[src/rtl/risc_pkg.sv]
// Shared definitions for the RISC control unit: FSM state encoding,
// opcode constants and the Bus_1 / Bus_2 mux select codes.
package risc_pkg;

  typedef enum logic [3:0] {
    S_idle = 4'd0,
    S_fet1 = 4'd1,
    S_fet2 = 4'd2,
    S_dec  = 4'd3,
    S_ex1  = 4'd4,
    S_rd1  = 4'd5,
    S_rd2  = 4'd6,
    S_wr1  = 4'd7,
    S_wr2  = 4'd8,
    S_br1  = 4'd9,
    S_br2  = 4'd10,
    S_halt = 4'd11
  } state_t;

  localparam logic [3:0] OP_NOP = 4'd0;
  localparam logic [3:0] OP_ADD = 4'd1;
  localparam logic [3:0] OP_SUB = 4'd2;
  localparam logic [3:0] OP_AND = 4'd3;
  localparam logic [3:0] OP_NOT = 4'd4;
  localparam logic [3:0] OP_RD  = 4'd5;
  localparam logic [3:0] OP_WR  = 4'd6;
  localparam logic [3:0] OP_BR  = 4'd7;
  localparam logic [3:0] OP_BRZ = 4'd8;

  // Bus_1 mux: codes 0-3 pick R0-R3 directly, 4 picks the PC.
  localparam logic [2:0] SEL1_PC   = 3'd4;

  // Bus_2 mux.
  localparam logic [1:0] SEL2_ALU  = 2'd0;
  localparam logic [1:0] SEL2_BUS1 = 2'd1;
  localparam logic [1:0] SEL2_MEM  = 2'd2;

endpackage

[src/rtl/risc_control_unit_if.sv]
// Control bundle between the control unit and the datapath.
//   instruction / Zflag       : datapath -> control (IR contents, zero flag)
//   Load_* / Inc_PC / write   : control -> datapath strobes
//   Sel_Bus_1_Mux / _2_Mux    : control -> datapath mux selects
//   halted                    : high while the FSM sits in S_halt
//   state                     : FSM state, exported for observation
// Modport master is the control unit, slave is the datapath side.
// There is no valid/ready handshake here: every strobe is a single-cycle
// qualifier that the datapath acts on at the next rising clk edge.
interface risc_control_unit_if
  import risc_pkg::*;
#(
  parameter int word_size = 8,
  parameter int Sel1_size = 3,
  parameter int Sel2_size = 2
) ();

  logic [word_size-1:0] instruction;
  logic                 Zflag;
  logic                 Load_R0;
  logic                 Load_R1;
  logic                 Load_R2;
  logic                 Load_R3;
  logic                 Load_PC;
  logic                 Inc_PC;
  logic                 Load_IR;
  logic                 Load_Add_R;
  logic                 Load_Reg_Y;
  logic                 Load_Reg_Z;
  logic [Sel1_size-1:0] Sel_Bus_1_Mux;
  logic [Sel2_size-1:0] Sel_Bus_2_Mux;
  logic                 write;
  logic                 halted;
  state_t               state;

  modport master (
    input  instruction, Zflag,
    output Load_R0, Load_R1, Load_R2, Load_R3, Load_PC, Inc_PC, Load_IR,
           Load_Add_R, Load_Reg_Y, Load_Reg_Z, Sel_Bus_1_Mux, Sel_Bus_2_Mux,
           write, halted, state
  );

  modport slave (
    output instruction, Zflag,
    input  Load_R0, Load_R1, Load_R2, Load_R3, Load_PC, Inc_PC, Load_IR,
           Load_Add_R, Load_Reg_Y, Load_Reg_Z, Sel_Bus_1_Mux, Sel_Bus_2_Mux,
           write, halted, state
  );

endinterface

[src/rtl/risc_control_unit.sv]
// Sequencing FSM for a small 8-bit RISC datapath. Fetches through Add_R/IR,
// decodes the opcode and issues register/memory strobes per instruction.
// Ports:
//   clk : rising-edge clock
//   rst : asynchronous active-low reset (forces S_idle, all outputs 0)
//   bus : risc_control_unit_if.master (instruction/Zflag in, strobes out)
// Outputs are decoded combinationally from the state register, so reset
// clears them immediately without waiting for a clock edge.
module risc_control_unit
  import risc_pkg::*;
#(
  parameter int word_size = 8,
  parameter int op_size   = 4,
  parameter int Sel1_size = 3,
  parameter int Sel2_size = 2
) (
  input  logic                clk,
  input  logic                rst,
  risc_control_unit_if.master bus
);

  state_t state_q, state_d;

  logic [op_size-1:0]   opcode;
  logic [1:0]           src;
  logic [1:0]           dest;
  logic [3:0]           load_r;
  logic                 load_pc, inc_pc, load_ir, load_add_r;
  logic                 load_reg_y, load_reg_z, write_s, halted_s;
  logic [Sel1_size-1:0] sel1;
  logic [Sel2_size-1:0] sel2;

  assign opcode = bus.instruction[word_size-1 -: op_size];
  assign src    = bus.instruction[3:2];
  assign dest   = bus.instruction[1:0];

  always_ff @(posedge clk or negedge rst) begin
    if (!rst) state_q <= S_idle;
    else      state_q <= state_d;
  end

  always_comb begin
    state_d    = state_q;
    load_r     = '0;
    load_pc    = 1'b0;
    inc_pc     = 1'b0;
    load_ir    = 1'b0;
    load_add_r = 1'b0;
    load_reg_y = 1'b0;
    load_reg_z = 1'b0;
    write_s    = 1'b0;
    halted_s   = 1'b0;
    sel1       = '0;
    sel2       = '0;
    case (state_q)
      S_idle: state_d = S_fet1;
      S_fet1: begin
        sel1       = Sel1_size'(SEL1_PC);
        sel2       = Sel2_size'(SEL2_BUS1);
        load_add_r = 1'b1;
        state_d    = S_fet2;
      end
      S_fet2: begin
        sel2    = Sel2_size'(SEL2_MEM);
        load_ir = 1'b1;
        inc_pc  = 1'b1;
        state_d = S_dec;
      end
      S_dec: begin
        case (opcode)
          op_size'(OP_NOP): state_d = S_fet1;
          op_size'(OP_ADD), op_size'(OP_SUB), op_size'(OP_AND): begin
            sel1       = Sel1_size'(src);
            sel2       = Sel2_size'(SEL2_BUS1);
            load_reg_y = 1'b1;
            state_d    = S_ex1;
          end
          op_size'(OP_NOT): begin
            sel1         = Sel1_size'(src);
            sel2         = Sel2_size'(SEL2_ALU);
            load_reg_z   = 1'b1;
            load_r[dest] = 1'b1;
            state_d      = S_fet1;
          end
          op_size'(OP_RD), op_size'(OP_WR), op_size'(OP_BR): begin
            // PC points at the address byte; latch it into Add_R.
            sel1       = Sel1_size'(SEL1_PC);
            sel2       = Sel2_size'(SEL2_BUS1);
            load_add_r = 1'b1;
            if (opcode == op_size'(OP_RD))      state_d = S_rd1;
            else if (opcode == op_size'(OP_WR)) state_d = S_wr1;
            else                                state_d = S_br1;
          end
          op_size'(OP_BRZ): begin
            if (bus.Zflag) begin
              sel1       = Sel1_size'(SEL1_PC);
              sel2       = Sel2_size'(SEL2_BUS1);
              load_add_r = 1'b1;
              state_d    = S_br1;
            end else begin
              // Not taken: step the PC over the unused address byte.
              inc_pc  = 1'b1;
              state_d = S_fet1;
            end
          end
          default: state_d = S_halt;
        endcase
      end
      S_ex1: begin
        sel1         = Sel1_size'(dest);
        sel2         = Sel2_size'(SEL2_ALU);
        load_reg_z   = 1'b1;
        load_r[dest] = 1'b1;
        state_d      = S_fet1;
      end
      S_rd1, S_wr1: begin
        sel2       = Sel2_size'(SEL2_MEM);
        load_add_r = 1'b1;
        inc_pc     = 1'b1;
        state_d    = (state_q == S_rd1) ? S_rd2 : S_wr2;
      end
      S_rd2: begin
        sel2         = Sel2_size'(SEL2_MEM);
        load_r[dest] = 1'b1;
        state_d      = S_fet1;
      end
      S_wr2: begin
        sel1    = Sel1_size'(src);
        write_s = 1'b1;
        state_d = S_fet1;
      end
      S_br1: begin
        sel2       = Sel2_size'(SEL2_MEM);
        load_add_r = 1'b1;
        state_d    = S_br2;
      end
      S_br2: begin
        sel2    = Sel2_size'(SEL2_MEM);
        load_pc = 1'b1;
        state_d = S_fet1;
      end
      S_halt: halted_s = 1'b1;
      default: state_d = S_idle;
    endcase
  end

  assign bus.Load_R0       = load_r[0];
  assign bus.Load_R1       = load_r[1];
  assign bus.Load_R2       = load_r[2];
  assign bus.Load_R3       = load_r[3];
  assign bus.Load_PC       = load_pc;
  assign bus.Inc_PC        = inc_pc;
  assign bus.Load_IR       = load_ir;
  assign bus.Load_Add_R    = load_add_r;
  assign bus.Load_Reg_Y    = load_reg_y;
  assign bus.Load_Reg_Z    = load_reg_z;
  assign bus.Sel_Bus_1_Mux = sel1;
  assign bus.Sel_Bus_2_Mux = sel2;
  assign bus.write         = write_s;
  assign bus.halted        = halted_s;
  assign bus.state         = state_q;

endmodule

[src/flat_wrapper.sv]
// flat-port wrapper written by rule: the top's interface ports become plain ports
module risc_control_unit_flat import risc_pkg::*;
#(
  parameter int word_size = 8,
  parameter int op_size   = 4,
  parameter int Sel1_size = 3,
  parameter int Sel2_size = 2
)
  (clk, rst, bus_instruction, bus_Zflag, bus_Load_R0, bus_Load_R1, bus_Load_R2, bus_Load_R3, bus_Load_PC, bus_Inc_PC, bus_Load_IR, bus_Load_Add_R, bus_Load_Reg_Y, bus_Load_Reg_Z, bus_Sel_Bus_1_Mux, bus_Sel_Bus_2_Mux, bus_write, bus_halted, bus_state);
  risc_control_unit_if #(.word_size(word_size), .Sel1_size(Sel1_size), .Sel2_size(Sel2_size)) bus_i ();
  input  logic clk;
  input  logic rst;
  input wire logic [$bits(bus_i.instruction)-1:0] bus_instruction;
  input wire logic [$bits(bus_i.Zflag)-1:0] bus_Zflag;
  output wire logic [$bits(bus_i.Load_R0)-1:0] bus_Load_R0;
  output wire logic [$bits(bus_i.Load_R1)-1:0] bus_Load_R1;
  output wire logic [$bits(bus_i.Load_R2)-1:0] bus_Load_R2;
  output wire logic [$bits(bus_i.Load_R3)-1:0] bus_Load_R3;
  output wire logic [$bits(bus_i.Load_PC)-1:0] bus_Load_PC;
  output wire logic [$bits(bus_i.Inc_PC)-1:0] bus_Inc_PC;
  output wire logic [$bits(bus_i.Load_IR)-1:0] bus_Load_IR;
  output wire logic [$bits(bus_i.Load_Add_R)-1:0] bus_Load_Add_R;
  output wire logic [$bits(bus_i.Load_Reg_Y)-1:0] bus_Load_Reg_Y;
  output wire logic [$bits(bus_i.Load_Reg_Z)-1:0] bus_Load_Reg_Z;
  output wire logic [$bits(bus_i.Sel_Bus_1_Mux)-1:0] bus_Sel_Bus_1_Mux;
  output wire logic [$bits(bus_i.Sel_Bus_2_Mux)-1:0] bus_Sel_Bus_2_Mux;
  output wire logic [$bits(bus_i.write)-1:0] bus_write;
  output wire logic [$bits(bus_i.halted)-1:0] bus_halted;
  output wire logic [$bits(bus_i.state)-1:0] bus_state;
  assign bus_i.instruction = bus_instruction;
  assign bus_i.Zflag = bus_Zflag;
  assign bus_Load_R0 = bus_i.Load_R0;
  assign bus_Load_R1 = bus_i.Load_R1;
  assign bus_Load_R2 = bus_i.Load_R2;
  assign bus_Load_R3 = bus_i.Load_R3;
  assign bus_Load_PC = bus_i.Load_PC;
  assign bus_Inc_PC = bus_i.Inc_PC;
  assign bus_Load_IR = bus_i.Load_IR;
  assign bus_Load_Add_R = bus_i.Load_Add_R;
  assign bus_Load_Reg_Y = bus_i.Load_Reg_Y;
  assign bus_Load_Reg_Z = bus_i.Load_Reg_Z;
  assign bus_Sel_Bus_1_Mux = bus_i.Sel_Bus_1_Mux;
  assign bus_Sel_Bus_2_Mux = bus_i.Sel_Bus_2_Mux;
  assign bus_write = bus_i.write;
  assign bus_halted = bus_i.halted;
  assign bus_state = bus_i.state;
  risc_control_unit #(.word_size(word_size), .op_size(op_size), .Sel1_size(Sel1_size), .Sel2_size(Sel2_size)) u_core (.clk(clk), .rst(rst), .bus(bus_i));
endmodule
[config.mk]
export PLATFORM = sky130hd
export DESIGN_NAME = risc_control_unit_flat
export DESIGN_NICKNAME = d
export VERILOG_FILES = /design/src/rtl/risc_pkg.sv /design/src/rtl/risc_control_unit_if.sv /design/src/rtl/risc_control_unit.sv /design/src/flat_wrapper.sv
export SDC_FILE = /design/constraint.sdc
export NUM_CORES = 1
export LEC_CHECK = 0
export ABC_AREA = 1
export CELL_PAD_IN_SITES_DETAIL_PLACEMENT = 2
export CELL_PAD_IN_SITES_GLOBAL_PLACEMENT = 2
export CORE_UTILIZATION = 16
export CTS_CLUSTER_DIAMETER = 150
export DETAILED_ROUTE_END_ITERATION = 8
export PLACE_DENSITY_LB_ADDON = 0.1
export SKIP_LAST_GASP = 1
export SLEW_MARGIN = 30
export SYNTH_ARGS = -nofsm -noshare
export SYNTH_HDL_FRONTEND = slang
export SYNTH_SLANG_ARGS = --single-unit
[constraint.sdc]
create_clock -name clk -period 1.5 [get_ports clk]
set_input_delay 0.3 -clock clk [delete_from_list [all_inputs] [get_ports clk]]
set_output_delay 0.3 -clock clk [all_outputs]
set_load 0.005 [all_outputs]
; Word level (Yosys, flattened, before mapping)
; Index checks and enable logic that the tools add are counted.
[op_classes]
n_eq_ne = 19
n_reduce_logical = 14
n_lt_le_gt_ge = 2
mux = 30
[op_table]
columns = cell, count
row1 = $eq 4x3->1 const B, 8
row2 = $pmux 4 s7, 1
row3 = $eq 4x4->1 const B, 5
row4 = $mux 4, 5
row5 = $eq 4x2->1 const B, 4
row6 = $pmux 4 s4, 1
row7 = $mux 1, 12
row8 = $pmux 3 s4, 1
row9 = $reduce_or 6->1, 2
row10 = $pmux 3 s3, 1
row11 = $reduce_or 3->1, 3
row12 = $eq 4x1->1 const B, 2
row13 = $logic_not 4->1, 2
row14 = $pmux 1 s2, 4
row15 = $pmux 4 s2, 1
row16 = $reduce_or 4->1, 2
row17 = $pmux 2 s3, 1
row18 = $reduce_or 2->1, 3
row19 = $reduce_or 5->1, 1
row20 = $pmux 2 s2, 1
row21 = $lt 2x3->1 const B, 1
row22 = $mux 3, 1
row23 = $demux 1 s2, 1
row24 = $ge 2x1->1 const B, 1
row25 = $logic_and 1x1->1, 1
[totals]
out_inout_bits = 21
in_bits = 11
ff_bits = 4

; Logic depth before layout (Yosys ltp)
; Gate-level depths: netlist of run 1.
[logic_depth]
depth_word = 6
mapped_depth = 8
ltp_nobuf = 8

; Least setup slack after synthesis of run 1
; Ideal clock, no wire load.
[synth_timing]
path_kind = register -> output
startpoint = register u_core.state_q[0], in the netlist u_core.bus.state[0]
endpoint = output bus_Sel_Bus_2_Mux[1]
slack_ps = 212
arrival_time_ps = 988
required_ps = 1200
path_stages_with_launch = 6
path_cell_list = dfrtp_1 > inv_1 > nand2_1 > nor2_2 > a21oi_2 > nand3b_1
[synth_between]
elab_chain_cells = 3
word_cells_on_any_way = 10
[synth_rtl]
columns = item, line
row1 = "start, declared", risc_control_unit.sv:22  ; state_t state_q, state_d;
row2 = "start signal, assigned", risc_control_unit.sv:38  ; if (!rst) state_q <= S_idle;
row3 = "start signal, assigned", risc_control_unit.sv:39  ; else state_q <= state_d;
row4 = $eq 4x2->1 (tied with other cells), risc_control_unit.sv:55  ; case (state_q)
row5 = $reduce_or 6->1 (no line), -
row6 = $pmux 2 s3 *, risc_control_unit.sv:55
row7 = "end, declared", flat_wrapper.sv:26  ; output wire logic [$bits(bus_i.Sel_Bus_2_Mux)-1:0] bus_Sel_Bus_2_Mux;
; Mark *: on every way between the ends. The rest lies on a longest branch, timed or not.

; Worst setup path in the final report of run 1
[layout_timing]
startpoint = register u_core.state_q[0], in the netlist u_core.bus.state[0]
endpoint = output bus_Load_Add_R
[layout_between]
elab_chain_cells = 3
word_cells_on_any_way = 7
[layout_rtl]
columns = item, line
row1 = $eq 4x1->1 (tied with other cells), risc_control_unit.sv:55
row2 = $reduce_or 4->1 (no line), -
row3 = $pmux 1 s2 *, risc_control_unit.sv:55
row4 = "end, declared", flat_wrapper.sv:22  ; output wire logic [$bits(bus_i.Load_Add_R)-1:0] bus_Load_Add_R;
; Marks and branches as above.

==> key figures, run 1 <==
Timing
  • RSZ-0062 raised after global routing: yes
  • Hold Worst Slack: around 260 ps
  • Least-Margin Pin Slew: approximately 270 ps
  • Slew Limit Fails: 0
  • Worst Clk Skew: ~12 ps
  • Worst setup slack after layout: -371.2 ps
  • Slew HR: slightly above 80%
  • Setup-failing EPs final: 21
  • Period minus WS final: roughly 1900 ps
  • Period utilisation layout: 124.7%
  • Hold Fails Final Rpt: 0
  • FMAX: 534.4 MHz

Logic synthesis
  • Flops & latches, synth: 4
  • Syn_nets: around 120
  • Share of flip-flops with an asynchronous set or reset: 100.0%
  • Post-synth EDFFs: 0
  • Avg Inst Size Synth: approximately 5.2 um^2
  • Synth top area share: around 25%
  • Predominant post-synthesis flop cell: dfrtp_1
  • Most numerous cell in the Yosys netlist: nand2_1
  • Top cells by area, synth: nand2_1, dfrtp_1, nor2_1
  • Cells after Synth: 105
  • YS warnings: 0
  • Post-synth cell types: 19
  • Post-Syn Area: 545.5 um^2
  • Yosys top cell by area: nand2_1
  • Register area share after synthesis: a little under a fifth
  • Synth top cells by count: nand2_1, nor2_1, inv_1

Drt
  • Routed length per placed instance: 19.46 um
  • Remaining DRCs: 0
  • Post-DR vias/cell: 4.508
  • Initial DRC count: 21
  • DRT Pass-1 Iters: 3
  • DR vias: between 1000 and 1500
  • Drt total wl: roughly 4700 um
  • Antenna-violating nets left: 0

Pwr
  • Worst VDD drop: 0.6529 mV
  • Pleak: about 0.83 nW
  • Power per Cell Area: ~1800 nW/um^2

Global route
  • Pin count of the biggest net entering global routing: 7
  • Initial antenna violation count: 0
  • GRT Overall Usage: approximately 22%
  • Gr ovfl total: 0
  • First-pass GRT wire length: a little under 6000 um
  • Vias in the first global route: roughly 1200

Min path
  • HP Class: in2async

Setup path
  • Data arrival time of the worst path: ~1600 ps
  • Critical path launch point type: flip-flop
  • WP data required: roughly 1200 ps
  • CP Max Fanout: 4
  • Crit Reg-Reg Endpoint: u_core.bus.state[2]
  • Worst Setup End Kind: output pin
  • R2R Path Start: u_core.bus.state[2]
  • CP cell instances: inv_4, buf_6, buf_4, o22ai_1, inv_1, nand2_2, buf_2
  • R2R depth: 8
  • R2r setup slk: -50 ps
  • Slowest stage delay, CP: between 400 and 500 ps
  • WS Path Type: reg2out
  • Slowest-stage cell, CP: dfrtp_2

Layout
  • Share of layout cells above drive strength 1: roughly 64%
  • Diodes inserted: 0
  • Max reg flops: 4
  • Nets: about 210
  • Non-filler cells, final: 240
  • Area Overhead vs Synth: 178.4%
  • Number of fill cells: around 380

Die
  • Initial Utilization: 17.30%
  • Core area: between 3000 and 4000 um^2
  • Die height: between 60 and 70 um
  • Row cnt: 20
  • Die area: 3647 um^2
  • Ports: 32
  • Chip width: 60.39 um

Clock tree
  • CTS max path bufs: 2
  • Clk_lat worst skew: between 200 and 300 ps
  • Clock-pin transition on the worst setup and hold timing paths: 50 ps
  • Root buf cell: clkbuf_4
  • # clock sinks: 4
  • CTS tree: yes
  • H-tree depth: 1
  • Hold buffers post-CTS: 0
  • Cts bufs inserted: 3

Placed design
  • Placed cell count: about 210
  • Hpwl dp: around 2200 um
  • Global placement routability congestion: approximately 0.76
  • IO Port Bufs: 31

Run status
  • Status: complete, but fails checks
  • Failing checks: negative setup slack

Flow run
  • Max-Cap Viols: 0
-- logic make-up (layout without fill, tap and decap cells) --
logic type / after synthesis / after routing / synth area share, %
buf+inv: 19 / 110 / 13.30
compound gates: 7 / 7 / 7.798
flops: 4 / 4 / 18.35
simple gates: 75 / 75 / 60.55
-- cell usage in the layout, fill, tap and decap left out, types with 4 or more instances in the layout --
master           netlist  routed
buf_4                  0      44
nor2_4                 1       7
buf_2                  0      14
nand3_2                0       4
clkdlybuf4s50_1        0       6
nand3_1                9       5
nand4_1                4       4
nand2_4                0       6
inv_1                 16      11
nand2_1               36      25
buf_6                  0      15
nor2_1                17       7
nor2_2                 3       7
nand2_2                3       7
inv_2                  2       4
dlygate4sd2_1          0       7
dfrtp_2                0       4
-- report_power, final --
part	total (mW)	switching, mW	internal, mW
registers	0.266	0.102	0.165
logic	2.27	1.11	1.16
clock network	0.154	0.0629	0.0908
total	2.69	1.28	1.41
-- final cells by class --
cell class                 instances  area [um^2]  area share [%]
tap                               44        55.05           3.624
sequential                         4        105.1           6.919
inverter                          19        83.83           5.519
timing repair buffer              88        708.2           46.62
multi-input combinational         82        544.3           35.83
clock buffer                       3        22.52           1.483
-- worst max path at each step --
| stage | end | from |
|---|---|---|
| after detailed placement | bus_Load_R1 | bus_instruction[5] |
| after global routing | bus_Load_R3 | u_core.bus.state[0] |
| after global placement | bus_Load_R2 | bus_instruction[5] |
| after CTS | bus_Load_R0 | u_core.bus.state[2] |
| final | bus_Load_Add_R | u_core.bus.state[0] |
| after floorplan | bus_Sel_Bus_2_Mux[1] | u_core.bus.state[0] |
-- critical path: cells and delay by family, from the launching register on --
| family | cells | cell delay [ps] |
|---|---|---|
| compound gates | 1 | 260 |
| flops | 1 | 440 |
| buf+inv | 5 | 530 |
| simple gates | 1 | 80 |
-- per-layer routing --
metal | GRT usage (%) | vias to the layer above | part of all wire (%)
li1 | - | 516 | -
met1 | 24.26 | 521 | 41
met2 | 45.84 | 31 | 52
met3 | 0 | 14 | 2.6
met4 | 4.319 | 0 | 4.4
met5 | 0 | - | 0
-- through the flow --
stage	setup WS (ps)	cell area, um^2	utilization, %	total power, mW	TNS, ps
2_1_floorplan	211.9	545.5	-	0.7277	0
3_3_place_gp	-716.6	1121	35.56	1.560	-9206
3_5_place_dp	-833.6	1121	35.56	1.588	-10210
4_1_cts	-288.7	1376	43.65	2.183	-3131
5_1_grt	-425.3	1519	48.17	2.836	-5830
6_report	-371.2	1519	48.17	2.688	-4679
-- what timing repair did --
item,CTS,global route
gates resized for setup,115,35
pin swaps,24,17
gates cloned,0,0
buffers inserted,27,7
setup endpoints to repair,20,21
(Power assumes the default switching activity.)
==> run 2, diff against run 1 <==
--- a/config.mk
+++ b/config.mk
@@ -6,6 +6,7 @@
 export NUM_CORES = 1
 export LEC_CHECK = 0
 export ABC_AREA = 1
+export ABC_CLOCK_PERIOD_IN_PS = 1500
 export CELL_PAD_IN_SITES_DETAIL_PLACEMENT = 2
 export CELL_PAD_IN_SITES_GLOBAL_PLACEMENT = 2
 export CORE_UTILIZATION = 16
==> results of run 2 <==
Same layout as run 1: the final DEF is identical, and so are final timing and power.
